File: config.mk
export PLATFORM = sky130hd
export DESIGN_NAME = tm_arbiter
export DESIGN_NICKNAME = d
export VERILOG_FILES = /design/src/rtl/tm_arbiter.sv
export SDC_FILE = /design/constraint.sdc
export NUM_CORES = 1
export LEC_CHECK = 0
export BUFFER_PORTS_ARGS = -buffer_cell sky130_fd_sc_hd__buf_4
export CORE_AREA = 2 2 184 186
export CTS_BUF_LIST = sky130_fd_sc_hd__clkbuf_16
export CTS_CLUSTER_SIZE = 20
export DETAILED_ROUTE_END_ITERATION = 8
export DIE_AREA = 0 0 186 188
export PLACE_DENSITY = 0.44
export SLEW_MARGIN = 30
export SYNTH_ARGS = -nofsm -noshare
export SYNTH_HDL_FRONTEND = slang
export SYNTH_SLANG_ARGS = --single-unit
File: constraint.sdc
create_clock -name clk -period 2.3 [get_ports clk]
set_input_delay 0.23 -clock clk [delete_from_list [all_inputs] [get_ports clk]]
set_output_delay 0.23 -clock clk [all_outputs]
set_load 0.01 [all_outputs]
File: src/rtl/tm_arbiter.sv
// tm_arbiter: round-robin arbiter that time-shares one combinational 32x32
// signed tree multiplier among N_REQ requesters. Operands are latched on
// grant, presented to the multiplier for one cycle, and the 64-bit product
// is returned with the owning requester index over a valid/ready channel.
module tm_arbiter #(
    parameter int N_REQ = 4,
    parameter int ID_W  = $clog2(N_REQ)
) (
    input  logic                       clk,
    input  logic                       rst,
    input  logic [N_REQ-1:0]           req_valid,
    input  logic [N_REQ*32-1:0]        req_a,
    input  logic [N_REQ*32-1:0]        req_b,
    output logic [N_REQ-1:0]           req_ready,
    output logic signed [31:0]         tm_a,
    output logic signed [31:0]         tm_b,
    input  logic signed [63:0]         tm_result,
    output logic                       resp_valid,
    input  logic                       resp_ready,
    output logic signed [63:0]         resp_result,
    output logic [ID_W-1:0]            resp_id,
    output logic                       busy,
    output logic [15:0]                op_count
);

    localparam int DATA_W = 32;

    typedef enum logic [1:0] {
        IDLE = 2'd0,
        MUL  = 2'd1,
        RESP = 2'd2
    } state_t;

    state_t                    state;
    state_t                    state_nxt;
    logic [ID_W-1:0]           last_grant;
    logic [ID_W-1:0]           win_idx;
    logic                      win_found;
    logic                      grant_window;
    logic                      grant_acc;
    logic                      vld_p0;
    logic signed [DATA_W-1:0]  op_a_p0;
    logic signed [DATA_W-1:0]  op_b_p0;
    logic [ID_W-1:0]           id_p0;

    // Requester index k positions after base, wrapping at N_REQ (k in 1..N_REQ).
    function automatic logic [ID_W-1:0] rr_index(input logic [ID_W-1:0] base, input int k);
        int sum;
        sum = int'(base) + k;
        if (sum >= N_REQ) begin
            sum = sum - N_REQ;
        end
        return ID_W'(sum);
    endfunction

    // Round-robin search starting just after the last accepted grant.
    always_comb begin
        win_found = 1'b0;
        win_idx   = '0;
        for (int k = 1; k <= N_REQ; k++) begin
            if (!win_found && req_valid[rr_index(last_grant, k)]) begin
                win_found = 1'b1;
                win_idx   = rr_index(last_grant, k);
            end
        end
    end

    // FSM state register.
    always_ff @(posedge clk) begin
        if (rst) begin
            state <= IDLE;
        end else begin
            state <= state_nxt;
        end
    end

    // FSM next-state: MUL is always one cycle; RESP waits for the consumer.
    always_comb begin
        state_nxt = state;
        unique case (state)
            IDLE:    state_nxt = grant_acc ? MUL : IDLE;
            MUL:     state_nxt = RESP;
            RESP:    if (resp_ready) state_nxt = grant_acc ? MUL : IDLE;
            default: state_nxt = IDLE;
        endcase
    end

    // FSM outputs: grant window, one-hot ready, response valid and busy.
    always_comb begin
        resp_valid   = (state == RESP);
        busy         = (state != IDLE);
        vld_p0       = (state == MUL);
        grant_window = (state == IDLE) || ((state == RESP) && resp_ready);
        grant_acc    = grant_window && win_found && !rst;
        req_ready    = '0;
        if (grant_acc) begin
            req_ready[win_idx] = 1'b1;
        end
    end

    // The multiplier only ever sees latched operands.
    assign tm_a = op_a_p0;
    assign tm_b = op_b_p0;

    // Operand latch on grant, product capture in MUL, completion counter.
    always_ff @(posedge clk) begin
        if (rst) begin
            last_grant  <= ID_W'(N_REQ - 1);
            op_a_p0     <= '0;
            op_b_p0     <= '0;
            id_p0       <= '0;
            resp_result <= '0;
            resp_id     <= '0;
            op_count    <= '0;
        end else begin
            // stage p0: winner operands latched
            if (grant_acc) begin
                op_a_p0    <= req_a[DATA_W*win_idx +: DATA_W];
                op_b_p0    <= req_b[DATA_W*win_idx +: DATA_W];
                id_p0      <= win_idx;
                last_grant <= win_idx;
            end
            // stage p1: product registered for the response channel
            if (vld_p0) begin
                resp_result <= tm_result;
                resp_id     <= id_p0;
            end
            if (resp_valid && resp_ready) begin
                op_count <= op_count + 16'd1;
            end
        end
    end

endmodule

# After elaboration in Yosys (flattened, before gate mapping)
# Cells that the tools add are included.
# W data, S select, Z words.
# classes
n_bitwise	0
magnitude_cmp	10
add_sub_neg	9
muxes	26
reduce_logical	14
div_mod_pow	0
shift	2
eq_ne	3
n_mul	0
# ops
op	n
$shiftx A128 B8 Y32	2
$mux W2	9
$add A16 B1 Y16 const B	1
$lt A2 B3 Y1 const B	5
$mux W1	10
$ge A3 B3 Y1 const B	3
$bmux W1 S2	4
$sub A2 B1 Y2 const B	4
$logic_and A1 B1 Y1	7
$add A2 B2 Y3 const B	2
$pmux W2 S3	1
$add A2 B3 Y4 const B	1
$ge A4 B3 Y1 const B	1
$logic_not A1 Y1	4
$mux W4	1
$add A2 B1 Y3 const B	1
$demux W1 S2	1
$eq A2 B1 Y1 const B	1
$eq A2 B2 Y1 const B	1
$ge A2 B1 Y1 const B	1
$logic_not A2 Y1	1
$ne A2 B1 Y1 const B	1
$reduce_bool A2 Y1	1
$logic_or A1 B1 Y1	1
# word_totals
mem_bits_ro	0
ff_bits	152
elab_cells	72
mem_bits_rw	0
n_memories	0
output_inout_bits	152
latch_bits	0
inputBits	327

# Longest topological paths before layout
# depth
depth_word	20
ltp_mapped	9

# Worst setup path after synthesis
# No wires, ideal clock.
# synth_path
path_type	register to register
start	register last_grant[0]
end	register op_a_p0[31], in the netlist tm_a[31]
period_less_slack_ns	1.811
t_arrival_ns	1.678
stages_incl_launch_ff	9
path_slack_ns	0.489
required_ns	2.167
path_cell_list	dfxtp_1 inv_1 a221oi_4 o21a_1 buf_4 buf_12 buf_8 mux2i_1 o221ai_2
# synth_via
elab_chain_cells	17
elab_cells_between_ends	41
cone_classes	add/sub: 8; order compare: 4; shift: 1; mux: 20; reduce/logical: 8
# synth_lines
element	line_no	source
start: declaration	36	logic [ID_W-1:0] last_grant;
start signal: assignment	108	last_grant <= ID_W'(N_REQ - 1);
start signal: assignment	121	last_grant <= win_idx;
branches (longest 17 deep; another with $add A2 B1 Y3)	-	
end signal: assignment	118	op_a_p0 <= req_a[DATA_W*win_idx +: DATA_W];
end: declaration	42	logic signed [DATA_W-1:0] op_a_p0;
# Parallel ways; which one is timed is not known. The select of a mux whose other input is x is not followed.
# A chain may end at the register's enable or synchronous reset.

# Worst setup path in the final report
# layout_path
start	register last_grant[0]
end	output port req_ready[0]
# layout_via
elab_chain_cells	20
elab_cells_between_ends	46
cone_classes	add/sub: 8; order compare: 6; mux: 23; reduce/logical: 9
# layout_lines
element	line_no	source
$add A2 B1 Y3	49	sum = int'(base) + k;
$ge A3 B3 Y1 or $sub A2 B1 Y2 (tied branches)	50, 51	
$mux W2	50	if (sum >= N_REQ) begin
$bmux W1 S2	61	if (!win_found && req_valid[rr_index(last_grant, k)]) begin
$mux W1 (implied by the code)	61	
$mux W1	61	
$logic_not A1 Y1	61	
$logic_and A1 B1 Y1	61	
[4 not listed]	-	
$logic_not A1 Y1	61	
$logic_and A1 B1 Y1	61	
$mux W2	61	
$lt A2 B3 Y1 (implied by the code) or $ge A2 B1 Y1 (tied branches)	97	req_ready[win_idx] = 1'b1;
$logic_and A1 B1 Y1 (implied by the code)	97	
$mux W1 (implied by the code)	97	
$demux W1 S2	97	
$mux W4 *	96	if (grant_acc) begin
end: declaration	14	output logic [N_REQ-1:0] req_ready,
# Mark *: on every way between the ends. The rest lies on a longest branch, timed or not. The select of a mux whose other input is x is not followed.

==> impl_metrics.tcl <==
set metrics [dict create \
    root_buffer "clkbuf_16" \
    r2r-end "tm_a[24]" \
    fin_cells 1766 \
    fp.dieArea_um2 34970 \
    synth.distinct_cells 50 \
    grt_pass1_vias 7916 \
    ant_nets 0 \
    nNetsFinal 1632 \
    cts_buffers 17 \
    setup_slack_ps 102.7 \
    synth_area_um2 7151 \
    worst_slew_pin_slew_ps 644.5 \
    holdPathStages 3 \
    grt_max_degree 85 \
    routabilityCongestion 0.8403 \
    power.switching_mw 2.770 \
    fin_area_um2 12090 \
    dpl.cell_count 1726 \
    htreeDepth 4 \
    setup_violations 0 \
    synth-edff-count 0 \
    reg2regPathDepth 8 \
    clock_path_buffers 2 \
    relSlewSlack 0.5674 \
    drc_errors 0 \
    drive_above_1_share 0.4358 \
    grt_usage 0.1738 \
    fin_util 0.3651 \
    cp.required_ps 2070 \
    final.min_clock_period_ps 2197 \
    p_clk_frac 0.332 \
    dp_slack_ps 123.7 \
    swShare 0.3216 \
    critPathMaxFanout 13 \
    synthesis.instances 826 \
    cts_tree "yes" \
    synth.most_common_cell "nand2_1" \
    hold_violations 0 \
    synth_seq_area_share 0.4255 \
    r2r_slack_ps 230 \
    synth.area.top_cells "dfxtp_1 (43%), mux2i_1 (13%), nand2_1 (11%), a21oi_1 (6.2%), o221ai_1 (5.8%)" \
    synth_area_leader_cell "dfxtp_1" \
    endpoint_kind "output pin" \
    synth_common_cells "nand2_1 (204), dfxtp_1 (152), mux2i_1 (96), a21oi_1 (88), o221ai_1 (47)" \
    fmax_mhz 455.1 \
    drt_iter0_drc 202 \
    fp.coreArea_um2 33110 \
    skew_ps 14.06 \
    hold_end "resp_result[9]" \
    path_cells "and2b_1, a21oi_2, buf_4, a21oi_2, buf_4, and2_1, buf_4" \
    seqPwrFrac 0.359 \
    cts.clk_slew.worst_paths_ps 70 \
    rr_startpoint "last_grant[0]" \
    avgSynthCellArea_um2 8.657 \
    arrival_ps 1970 \
    port_buffers 478 \
    period_share 0.9554 \
    rows 67 \
    die_w_um 186 \
    path_common_cell "buf_4" \
    grt-ovfl-total 0 \
    insertion_delay_ps 430 \
    yosys.area.top_type_share 0.4255 \
    synthFlopType "dfxtp_1" \
    yosys_warnings 0 \
    async_reset_ff_frac 0 \
    internal_power_mw 5.844 \
    startpoint_type "register" \
    min_from "tm_result[9]" \
    start_util 0.2159 \
    vias_per_cell 4.473 \
    p_leak_nw 5.507 \
    vias 7900 \
    hp-class "input pin to register" \
    io_pins 479 \
    numClockSinks 152 \
    status "completed" \
    die_h_um 188 \
    synth-seq-cells 152 \
    drv_slew 0 \
    crit_type "register to output pin" \
    share_comb_of_total_power 0.308 \
    grt_pass1_wl_mm 46.50 \
    wirelength_mm 31.70 \
    first_pass_iters 4 \
    cts_hold_buf 0 \
    antenna_found_initial 1 \
    power_density_nw_per_um2 712.5 \
    power_mw 8.614 \
    wl_per_cell_um 17.95 \
    dp_hpwl_mm 24.66 \
    syn_to_final_growth_pct 69.08 \
    max-vdd-ir-drop_uv 475.6 \
    slowest_delay_ps 360 \
    rsz0062_at_grt "yes" \
    synth.net_count 1154 \
    cap_violations 0 \
    slowest_stage "dfxtp_1" \
    placed_area_um2 11400 \
]
-- cell families (layout without fill, tap and decap cells) --
logic type | Yosys count | in the layout | share of synthesized area
xor+xnor | 13 | 13 | 0.01592
flops | 152 | 152 | 0.4255
fa+ha+maj | 1 | 1 | 0.001750
buf+inv | 72 | 563 | 0.05704
mux | 97 | 97 | 0.1360
other cells | 0 | 1 | 0
simple gates | 278 | 278 | 0.1636
compound gates | 213 | 213 | 0.2002
-- registers in the layout, summed over array words and instances (netlist names) --
name,count
id_p0,2
last_grant,2
op_count,16
resp_id,2
resp_result,64
state,2
tm_a,32
tm_b,32
-- worst max-delay path, delay by kind of cell, from the launching register on --
| kind | cells | cell delay [ps] |
|---|---|---|
| buffers and inverters | 3 | 500 |
| AND/OR/NAND/NOR | 2 | 410 |
| flip-flops | 1 | 360 |
| AO/OA/AOI/OAI | 2 | 280 |
-- metal layers --
| metal | track usage | vias to the layer above | routed length, um |
|---|---|---|---|
| li1 | - | 3926 | - |
| met1 | 0.2083 | 3607 | 12810 |
| met2 | 0.2973 | 339 | 15480 |
| met3 | 0.05166 | 28 | 2730 |
| met4 | 0.05209 | 0 | 685 |
| met5 | 0 | - | 0 |
-- worst max path at each step --
stage,from,endpoint,slack (ps)
after floorplan,last_grant[0],tm_a[31],490
after global placement,last_grant[0],tm_a[8],230
after detailed placement,last_grant[0],tm_b[30],120
after CTS,last_grant[0],req_ready[2],-20
after global routing,last_grant[0],req_ready[0],-20
final,last_grant[0],req_ready[0],100
-- power groups by stage --
stage	Combinational, mW	Clock (mW)	Sequential, mW
after floorplan	1.14	0	3.27
after global placement	2.66	0	3.15
after detailed placement	2.66	0	3.15
after CTS	2.68	2.97	3.10
after global routing	2.87	3.07	3.13
final	2.66	2.86	3.10
-- area by class of cell --
class / count / area [um2]
timing repair buffer: 525 / 4123
tap: 448 / 560.5
multi-input combinational: 602 / 3757
antenna: 1 / 2.502
sequential: 152 / 3043
clock buffer: 17 / 425.4
fill: 3531 / 21020
inverter: 6 / 22.52
clock inverter: 15 / 156.4
-- placed cells by master, fill, tap and decap left out, types with 3 or more instances in the layout --
cell / Yosys / layout
nor3_1: 3 / 3
nand3_1: 4 / 3
xor2_1: 6 / 6
nand4_1: 5 / 5
dfxtp_1: 152 / 152
clkinvlp_4: 0 / 3
inv_1: 4 / 5
buf_6: 0 / 3
nand2_1: 204 / 204
clkbuf_16: 0 / 17
inv_8: 0 / 5
a32oi_1: 16 / 16
o211ai_1: 32 / 32
mux2i_1: 96 / 96
o221ai_1: 47 / 47
inv_6: 0 / 3
a21oi_1: 88 / 86
o21ai_0: 21 / 21
nor2_1: 35 / 35
buf_12: 1 / 12
nor2b_1: 5 / 4
buf_4: 5 / 509
xnor2_1: 7 / 7
-- timing repair --
item / CTS / global route
buffers inserted: 2 / 4
resized for setup: 4 / 2
pin swaps: 1 / 2
setup endpoints to repair: 4 / 4
-- metrics by stage --
stage / TNS (ps) / hold slack [ps]
global placement: 0 / 430.3
detailed placement: 0 / 439.8
CTS: -23.93 / 21.17
floorplan: 0 / 366.0
finish: 0 / 47.26
global route: -16.52 / 26.70
Power figures use the tool's default switching activity.
